File: src/rtl/uart_rx_byte.sv
// Purpose : 8N1 UART byte receiver, 16x oversampled, 3-sample majority vote at mid-bit.
// Latency : rx_done about 9.5 bit periods plus synchronizer delay after the start edge.
// Backpr. : none; rx_done / frame_err are single-cycle pulses and data_byte holds the last good byte.
//
// Ports:
//   clk        system clock (CLK_FREQ Hz)
//   rst_n      asynchronous active-low reset
//   baud_set   0=2400 1=4800 2=9600 3=19200 4=38400 5=57600 6=115200 7=230400
//   uart_rx    serial line, idle high, asynchronous to clk
//   data_byte  last correctly received byte
//   rx_done    1-cycle pulse, data_byte valid in the same cycle
//   frame_err  1-cycle pulse when the stop bit is sampled low
module uart_rx_byte #(
  parameter int unsigned CLK_FREQ = 50_000_000
) (
  input  logic       clk,
  input  logic       rst_n,
  input  logic [2:0] baud_set,
  input  logic       uart_rx,
  output logic [7:0] data_byte,
  output logic       rx_done,
  output logic       frame_err
);

  // The slowest baud rate has the largest divider; size the counter for it.
  localparam int DIV_W = $clog2(CLK_FREQ / (2400 * 16)) + 1;

  typedef enum logic [1:0] {
    IDLE  = 2'd0,
    START = 2'd1,
    DATA  = 2'd2,
    STOP  = 2'd3
  } state_t;

  // Oversample divider terminal count (DIV-1) for a given baud select.
  function automatic logic [DIV_W-1:0] div_m1_of(input logic [2:0] sel);
    int unsigned baud;
    case (sel)
      3'd0:    baud = 2400;
      3'd1:    baud = 4800;
      3'd2:    baud = 9600;
      3'd3:    baud = 19200;
      3'd4:    baud = 38400;
      3'd5:    baud = 57600;
      3'd6:    baud = 115200;
      default: baud = 230400;
    endcase
    return DIV_W'(CLK_FREQ / (baud * 16) - 1);
  endfunction

  // ---------------------------------------------------------------------------
  // Input synchronizer plus one delay flop for falling-edge detection.
  // All three reset to 1 so reset release never looks like a start edge.
  // ---------------------------------------------------------------------------
  logic rx_s1;
  logic rx_s2;
  logic rx_d;
  logic fall_edge;

  always_ff @(posedge clk or negedge rst_n) begin
    if (!rst_n) begin
      rx_s1 <= 1'b1;
      rx_s2 <= 1'b1;
      rx_d  <= 1'b1;
    end else begin
      rx_s1 <= uart_rx;
      rx_s2 <= rx_s1;
      rx_d  <= rx_s2;
    end
  end

  assign fall_edge = rx_d & ~rx_s2;

  // ---------------------------------------------------------------------------
  // Receive FSM with oversample divider, tick counter and shift register.
  // ---------------------------------------------------------------------------
  state_t           state;
  logic [DIV_W-1:0] div_cnt;
  logic [DIV_W-1:0] div_m1_lat;
  logic [3:0]       tick_cnt;
  logic [2:0]       bit_idx;
  logic [1:0]       smp;
  logic [7:0]       shreg;
  logic             tick;
  logic             bit_maj;

  assign tick = (state != IDLE) && (div_cnt == div_m1_lat);

  // Majority of the samples taken at ticks 6 and 7 and the live sample at tick 8.
  assign bit_maj = (smp[0] & smp[1]) | (smp[0] & rx_s2) | (smp[1] & rx_s2);

  always_ff @(posedge clk or negedge rst_n) begin
    if (!rst_n) begin
      state      <= IDLE;
      div_cnt    <= '0;
      div_m1_lat <= '0;
      tick_cnt   <= 4'd0;
      bit_idx    <= 3'd0;
      smp        <= 2'b00;
      shreg      <= 8'h00;
      data_byte  <= 8'h00;
      rx_done    <= 1'b0;
      frame_err  <= 1'b0;
    end else begin
      rx_done   <= 1'b0;
      frame_err <= 1'b0;

      case (state)
        IDLE: begin
          if (fall_edge) begin
            state      <= START;
            div_cnt    <= '0;
            tick_cnt   <= 4'd0;
            bit_idx    <= 3'd0;
            // The frame runs entirely at the rate selected at its start edge.
            div_m1_lat <= div_m1_of(baud_set);
          end
        end

        default: begin
          if (!tick) begin
            div_cnt <= div_cnt + DIV_W'(1);
          end else begin
            div_cnt  <= '0;
            tick_cnt <= tick_cnt + 4'd1;

            if (tick_cnt == 4'd6) smp[0] <= rx_s2;
            if (tick_cnt == 4'd7) smp[1] <= rx_s2;

            // Bit decision point.
            if (tick_cnt == 4'd8) begin
              case (state)
                START: begin
                  // A high majority means the edge was a glitch.
                  if (bit_maj) state <= IDLE;
                end
                DATA: begin
                  shreg[bit_idx] <= bit_maj;
                end
                STOP: begin
                  if (bit_maj) begin
                    data_byte <= shreg;
                    rx_done   <= 1'b1;
                  end else begin
                    frame_err <= 1'b1;
                  end
                  // Leave at mid stop bit so a closely following start edge
                  // is still seen.
                  state <= IDLE;
                end
                default: ;
              endcase
            end

            // End of bit period.
            if (tick_cnt == 4'd15) begin
              case (state)
                START: state <= DATA;
                DATA: begin
                  bit_idx <= bit_idx + 3'd1;
                  if (bit_idx == 3'd7) state <= STOP;
                end
                default: ;
              endcase
            end
          end
        end
      endcase
    end
  end

endmodule

File: config.mk
export PLATFORM = sky130hd
export DESIGN_NAME = uart_rx_byte
export DESIGN_NICKNAME = d
export VERILOG_FILES = /design/src/rtl/uart_rx_byte.sv
export SDC_FILE = /design/constraint.sdc
export NUM_CORES = 1
export LEC_CHECK = 0
export ABC_AREA = 1
export CAP_MARGIN = 30
export CORE_MARGIN = 2
export CORE_UTILIZATION = 65
export DETAILED_ROUTE_END_ITERATION = 16
export PLACE_DENSITY = 0.85
export SYNTH_ARGS = -nofsm -noshare
export SYNTH_HDL_FRONTEND = slang
export SYNTH_SLANG_ARGS = --single-unit
File: constraint.sdc
create_clock -name clk -period 3.5 [get_ports clk]
set_clock_uncertainty 0.15 [all_clocks]
set_input_delay 0.7 -clock clk [delete_from_list [all_inputs] [get_ports clk]]
set_output_delay 0.7 -clock clk [all_outputs]
set_load 0.02 [all_outputs]
==> impl_metrics.csv, run 1 <==
group,metric,value,unit
clock_network,cts_resized,331,
logic_synthesis,netlist_area,13500,um2
logic_synthesis,synth_edf_count,0,
placed_design,routabilityCongestion,1.11,
logic_synthesis,yosysUniqueCellTypes,67,
logic_synthesis,yosys_warnings,0,
logic_synthesis,ys_ff_latch,56,
die,die_h,148,um
placed_design,port_buffers,15,
clock_network,postCtsHoldBufs,0,
clock_network,cts_buffer_depth,2,
clock_network,cts_buffers,5,
die,ios,16,
logic_synthesis,synth.avg_cell_area,5.99,um2
clock_network,root_buffer,"clkbuf_16",
placed_design,hpwl,53700,um
die,num_rows,52,
die,die_x,148,um
die,start_util,66.5,%
logic_synthesis,synthCells,2259,
outcome,error,"[ERROR DPL-0038] Utilization greater than 100%, impossible to legalize",
outcome,lastStage,"clock tree synthesis (4_1_cts)",
logic_synthesis,ys.flop_type,"dfrtp_1",
logic_synthesis,ys_async_sr_fraction,100,%
placed_design,dp.cells,3195,
clock_network,h-tree-depth,2,
logic_synthesis,ys_seq_area_share,10.4,%
clock_network,clock_sinks,56,
clock_network,postCtsSetupBuffers,193,
outcome,outcome,"aborted with a tool error",
[through the flow]
stage / hold slack [ps] / instance area [um2] / utilization [%] / setup WS [ps] / setup TNS (ps)
3_3_place_gp: 203 / 19400 / 95.3 / -20640 / -183360
3_5_place_dp: 200 / 19400 / 95.3 / -23670 / -209440
2_1_floorplan: 195 / 14100 / - / -20660 / -182080
[logic make-up after synthesis]
group | share of synthesized area, %
flip-flops | 10.4
buffers and inverters | 10.7
other | 0.0277
AND/OR/NAND/NOR | 40.2
multiplexers | 0.0739
XOR/XNOR | 7.25
AO/OA/AOI/OAI | 16.4
adder cells (fa/ha/maj) | 14.9
[cell usage after synthesis, drive strengths merged (2+ instances only)]
cell type	instances	area [um2]
clkinv	5	18.8
nand4	43	282
a21o	5	37.5
or2	14	87.6
nand3b	10	75.1
ha	160	2000
a21oi	135	687
or3	2	12.5
a211oi	10	75.1
nand3	227	1290
o221ai	3	26.3
clkbuf	5	22.5
o21ai	168	845
nor3	30	150
o211ai	7	52.6
xor2	68	596
buf	40	340
dfstp	3	78.8
nor2	187	775
a221oi	2	17.5
o31ai	6	45.0
o22ai	11	68.8
and2	3	23.8
nand2	665	2660
xnor2	44	385
nor4	10	62.6
a21boi	5	37.5
o21a	5	37.5
a31oi	23	144
o21bai	7	52.6
dfrtp	53	1330
nor3b	2	15.0
inv	286	1070
o2111ai	2	17.5
==> inputs of run 2 (changes only) <==
--- a/config.mk
+++ b/config.mk
@@ -8,9 +8,9 @@
 export ABC_AREA = 1
 export CAP_MARGIN = 30
 export CORE_MARGIN = 2
-export CORE_UTILIZATION = 65
+export CORE_UTILIZATION = 40
 export DETAILED_ROUTE_END_ITERATION = 16
-export PLACE_DENSITY = 0.85
+export PLACE_DENSITY_LB_ADDON = 0.15
 export SYNTH_ARGS = -nofsm -noshare
 export SYNTH_HDL_FRONTEND = slang
 export SYNTH_SLANG_ARGS = --single-unit
==> run 2 against run 1 <==
The flow now finishes, with violations (setup timing). Area after synthesis unchanged. Synthesized cell count unchanged.
==> impl_metrics.csv, run 2 <==
group,metric,value,unit
placed_design,port_buffers,15,
timing,period_share,695,%
worst_setup_path,reg2reg_depth,11,
clock_network,cts_tree,"yes",
placed_design,place_area,20000,um2
timing,fin_tns_setup,-185300,ps
routing,wire_per_inst,16.9,um
outcome,violations,"setup timing",
placed_design,dpl_worst_slack,-21930,ps
logic_synthesis,yosysUniqueCellTypes,67,
routing,routed.top_layer,"met4",
final_layout,finalInstanceArea,23600,um2
routing,via_per_inst,5.35,
placed_design,routabilityCongestion,0.949,
worst_setup_path,endpoint,"div_m1_lat[10]",
worst_setup_path,critPathTopFamily,"simple AND/OR/NAND/NOR gates",
final_layout,final_layout_size_suffix_gt1_share,44.6,%
die,die_x,188,um
worst_setup_path,worst-path-stages,180,
final_layout,top_regs,"div_cnt: 12 flops, div_m1_lat: 12 flops",
clock_network,insertion_delay,300,ps
worst_setup_path,cp_slowest_cell,"ha_1",
routing,drtPass1Iterations,5,
placed_design,hpwl,43400,um
logic_synthesis,synth_edf_count,0,
placed_design,dp.cells,3419,
logic_synthesis,synth.avg_cell_area,5.99,um2
logic_synthesis,ys_seq_area_share,10.4,%
die,core_area,33400,um2
worst_hold_path,hold_path.class,"flip-flop to flip-flop",
timing,hold_viol,0,
die,ios,16,
routing,wl_met2,30300,um
routing,drt_iter0_markers,1360,
routing,vias,19601,
logic_synthesis,synth_largest_area_cell,"nand2_1",
clock_network,clk_pin_slew,70,ps
logic_synthesis,synth.most_common_cell,"nand2_1",
worst_setup_path,slowest_delay,380,ps
worst_setup_path,endpoint_kind,"flip-flop",
timing,period_needed,24320,ps
logic_synthesis,netlist_area,13500,um2
worst_setup_path,cp_num_buf_inv,60,
global_routing,grt_overflow,0,
timing,max_slew.worst_pin.slew,649,ps
job,maxCapViolCount,0,
clock_network,cts_buffer_depth,2,
worst_setup_path,critPathRequiredTime,3570,ps
die,die_h,188,um
global_routing,grt_max_degree,37,
logic_synthesis,ys_ff_latch,56,
clock_network,clock_sinks,56,
die,num_rows,67,
global_routing,first_global_vias,19521,
worst_setup_path,cpMostUsedCell,"buf_4",
global_routing,track_usage,32.8,%
clock_network,cts_buffers,5,
logic_synthesis,ys.flop_type,"dfrtp_1",
worst_setup_path,crit_start,"baud_set[1]",
worst_hold_path,hold_depth,0,
logic_synthesis,synthCells,2259,
clock_network,root_buffer,"clkbuf_16",
worst_setup_path,r2r-start,"div_m1_lat[10]",
clock_network,h-tree-depth,2,
timing,slew_headroom,56.3,%
final_layout,final_cell_mix,"939 x buf_4, 563 x nand2_1, 236 x inv_1",
worst_setup_path,crit_arrival,24390,ps
timing,finalSetupViolCount,9,
logic_synthesis,ys_top_cells_by_count,"629 x nand2_1, 272 x inv_1, 200 x nand3_1",
logic_synthesis,synth_top_cell_area_share,17.4,%
routing,route.met3.wl,3540,um
routing,drt-total-wl,62100,um
timing,slew_violations,0,
final_layout,final_common_cell,"buf_4",
worst_setup_path,rr_endpoint,"bit_idx[0]",
worst_setup_path,critical_path_class,"primary input to flip-flop",
logic_synthesis,synth_area_leaders,"nand2_1 17%, ha_1 15%, dfrtp_1 9.8%",
worst_setup_path,startpoint_type,"primary input",
worst_setup_path,r2r_slack,660,ps
clock_network,postCtsHoldBufs,0,
outcome,outcome,"complete, but fails checks",
die,start_util,40.5,%
global_routing,antenna_found_initial,0,
final_layout,final_cells,3663,
routing,post-route-drc-count,0,
final_layout,layout.nets,3380,
die,die_area,35300,um2
global_routing,grt_pass1_wl,94800,um
logic_synthesis,ys_async_sr_fraction,100,%
timing,worst_slack,-20820,ps
timing,max_freq,41.1,MHz
final_layout,area_delta_synth_final,74.2,%
routing,wl_met1,24200,um
worst_setup_path,crit_fanout,8,
logic_synthesis,yosys_warnings,0,
timing,rsz0062_at_grt,"yes",
routing,antenna_left,0,
[run 2: cell type report]
cell class / instances / area [um2]
multi-input cells: 1873 / 12700
fillers: 2630 / 9860
repair buffers: 984 / 7580
flip-flops and latches: 56 / 1410
inverters: 291 / 1160
well taps: 448 / 561
clock buffers: 5 / 125
clock inverters: 3 / 27.5
repair inverters: 2 / 12.5
diodes: 1 / 2.50
[run 2: cell families after synthesis]
family          Yosys count  share of synthesized area (%)
flops                    56                           10.4
mux                       1                         0.0739
xor+xnor                112                           7.25
compound gates          398                           16.4
simple gates           1194                           40.2
other cells               1                         0.0277
fa+ha+maj               161                           14.9
buf+inv                 336                           10.7
[run 2: per-layer routing]
layer	vias up	track usage, %
met3	281	3.22
met1	9148	37.2
li1	9448	-
met2	724	60.2
met5	-	0
met4	0	17.6
[run 2: repair_timing]
action,in CTS,in global routing
gates cloned,5,0
pin swaps,184,181
gates resized for setup,223,202
setup buffers,204,37
setup endpoints to repair,9,9
[run 2: metrics by stage]
| step | util, % | hold slack [ps] |
|---|---|---|
| floorplan | - | 195 |
| global placement | 59.7 | 209 |
| detailed placement | 59.7 | 200 |
| CTS | 67.2 | 214 |
| global route | 70.5 | 218 |
| finish | 70.5 | 211 |
[run 2: worst min path at each step]
stage | startpoint | to | slack (ps)
final | rx_s1 | rx_s2 | 210
after detailed placement | rx_s1 | rx_s2 | 200
after floorplan | rx_s1 | rx_s2 | 200
after global placement | rx_s1 | rx_s2 | 210
after global routing | rx_s1 | rx_s2 | 220
after CTS | rx_s1 | rx_s2 | 210
Power of run 2 is not shown: default switching activity piles up to over one toggle a cycle in this logic, so the estimate is an artifact.
==> inputs of run 3 (changes only) <==
--- a/config.mk
+++ b/config.mk
@@ -11,6 +11,7 @@
 export CORE_UTILIZATION = 40
 export DETAILED_ROUTE_END_ITERATION = 16
 export PLACE_DENSITY_LB_ADDON = 0.15
+export SLEW_MARGIN = 20
 export SYNTH_ARGS = -nofsm -noshare
 export SYNTH_HDL_FRONTEND = slang
 export SYNTH_SLANG_ARGS = --single-unit
==> constraint.sdc (replaced) <==
create_clock -name clk -period 3.5 [get_ports clk]
set_clock_uncertainty 0.15 [all_clocks]
set_input_delay 0.7 -clock clk [delete_from_list [all_inputs] [get_ports clk]]
set_output_delay 0.7 -clock clk [all_outputs]
set_load 0.05 [all_outputs]
==> results of run 3 <==
No change in the layout: final DEF, timing and power equal those of run 2.
Power of run 3 is left out for the same reason.
==> RTL edit, RTL diff (flow settings as in run 2) <==
Encoding of `state_t`: now one-hot (4 bits for 4 states).
--- a/src/rtl/uart_rx_byte.sv
+++ b/src/rtl/uart_rx_byte.sv
@@ -25,11 +25,11 @@
   // The slowest baud rate has the largest divider; size the counter for it.
   localparam int DIV_W = $clog2(CLK_FREQ / (2400 * 16)) + 1;
 
-  typedef enum logic [1:0] {
-    IDLE  = 2'd0,
-    START = 2'd1,
-    DATA  = 2'd2,
-    STOP  = 2'd3
+  typedef enum logic [3:0] {
+    IDLE  = 4'b0001,
+    START = 4'b0010,
+    DATA  = 4'b0100,
+    STOP  = 4'b1000
   } state_t;
 
   // Oversample divider terminal count (DIV-1) for a given baud select.
Formal check against the unedited RTL: no difference found for any inputs over 10 cycles, from zero or initial values and one cycle with rst_n low; not proved beyond that.
==> RTL edit against run 2 <==
  * Core utilization shrank 4.1 points
  * Sequential cell count up 2
  * Final area down 3.2%
  * The flow still finishes with violations (setup timing)
  * Cell count down 3.7%
  * Synthesized area increased by 2.7%
  * Worst setup slack better by 0.29 ns
  * Routed wire length fell by 6.4%
  * Count of clock-buffer cells in the layout increased by 7
Power is left out: the tool's default activity adds up to more than one toggle a clock period on the data nets, which glitch-free logic cannot reach.
==> RTL edit: results (changes against run 2) <==
| Metric | Value |
|---|---|
| Run status | `finished, violations left (unchanged)` |
| Failing checks | `setup timing (unchanged)` |
| Clock slew at the register clock pins of the worst setup and hold paths | `0.05 ns (was 0.07 ns)` |
| Worst Slack Setup Final | `-20.53 ns (was -20.82 ns)` |
| Total CTS buffers | `9 (was 5)` |
| Final nets | `3228 (was 3380)` |
| Total length of routed met3 wires | `3090 um (was 3540 um)` |
| Total Wirelength | `58100 um (was 62100 um)` |
| Fillcell total | `2983 (was 2630)` |
| Final setup fails | `9 (unchanged)` |
| Share of the yosys chip area belonging to registers | `0.105 (was 0.104)` |
| DP Worst Slack | `-22.25 ns (was -21.93 ns)` |
| Final antenna diode count | `0 (was 1)` |
| Clock insertion delay at the later pin of the skew report | `0.33 ns (was 0.30 ns)` |
| Critical path data arrival time | `24.06 ns (was 24.39 ns)` |
| Largest net degree at the start of global routing | `59 (was 37)` |
| Htree depth | `3 (was 2)` |
| Via count of the first global-routing pass | `17200 (was 19500)` |
| Global-route wire length before repair | `86700 um (was 94800 um)` |
| Met2 WL post-DR | `27300 um (was 30300 um)` |
| Number of unique standard cell types used by synthesis | `80 (was 67)` |
| Fraction of final layout cells with drive strength greater than 1 | `0.432 (was 0.446)` |
| Top cells by area in the synthesized netlist | `nand2_1 (15%), ha_1 (14%), dfrtp_1 (9.7%) (was nand2_1 (17%), ha_1 (15%), dfrtp_1 (9.8%))` |
| Commonest cells in the synthesized netlist | `nand2_1 (559), inv_1 (271), nand3_1 (200), nor2_1 (189), o21ai_0 (166) (was nand2_1 (629), inv_1 (272), nand3_1 (200), nor2_1 (172), ha_1 (160))` |
| Average vias per placed instance | `5.25 (was 5.35)` |
| Number of DRC violations after detailed-routing iteration 0 | `1275 (was 1360)` |
| Wire length the detailed router placed on met1 | `25100 um (was 24200 um)` |
| HPWL after detailed placement | `43700 um (was 43400 um)` |
| Overall routing resource usage | `0.297 (was 0.328)` |
-- RTL edit: changes by cell type after synthesis, sizes merged, moves of 5 or more --
cell	change
o21ai	+22
xnor2	-5
a21oi	-10
clkbuf	+21
nand4	+5
or2	+8
ha	-5
o21bai	+5
nand2	-40
a31oi	-10
buf	-16
xor2	+5
nor2	+26
-- RTL edit: per-layer routing --
metal  global-route usage  vias up
met5                    0        -
met4               0.0906        0
met3               0.0210      171
met2                0.518      583
met1                0.391     8595
li1                     -     9172
-- RTL edit: metrics by stage --
stage          instance area (um2)  instances  utilization  setup TNS, ns  hold WS (ns)
3_3_place_gp                 20000       3400        0.583        -194.28         0.202
5_1_grt                      22800       3526        0.664        -195.25         0.213
3_5_place_dp                 20000       3400        0.583        -197.90         0.200
4_1_cts                      20500       3423        0.597        -190.19         0.211
2_1_floorplan                14500       2263            -        -182.76         0.195
6_report                     22800       3526        0.664        -182.75         0.207
-- RTL edit: cell families after synthesis --
logic type / synth area share
AO/OA/AOI/OAI: 0.168
XOR/XNOR: 0.0705
adder cells (fa/ha/maj): 0.141
buffers and inverters: 0.116
flip-flops: 0.105
multiplexers: 0.000720
other: 0.000270
AND/OR/NAND/NOR: 0.399
-- RTL edit: worst paths after layout --
check / endpoint / from / slack [ns] / cells after the start
min in group asynchronous: data_byte[3]$_DFFE_PN0P_ / rst_n / 0.37 / 2
setup reg to reg: div_m1_lat[7]$_DFFE_PN0P_ / state[0]$_DFFE_PN1P_ / 0.74 / 7
setup / recovery: div_m1_lat[10]$_DFFE_PN0P_ / baud_set[2] / -20.53 / 187
max in group asynchronous: div_m1_lat[10]$_DFFE_PN0P_ / rst_n / 2.36 / 2
hold reg to reg: rx_s2$_DFF_PN1_ / rx_s1$_DFF_PN1_ / 0.21 / 0
hold / removal: rx_s2$_DFF_PN1_ / rx_s1$_DFF_PN1_ / 0.21 / 0
-- RTL edit: repair_timing --
item | CTS | global route
gates cloned | 2 | 6
setup buffers | 5 | 98
endpoints found under the setup margin | 9 | 9
pin swaps | 21 | 211
gates resized for setup | 24 | 365
-- RTL edit: final cells by class --
class | instances | share of cell area
inverters | 289 | 0.0515
repair inverters | 3 | 0.00126
repair buffers | 838 | 0.283
well taps | 455 | 0.0249
flip-flops and latches | 58 | 0.0638
clock buffers | 12 | 0.0108
multi-input cells | 1867 | 0.560
clock inverters | 4 | 0.00433
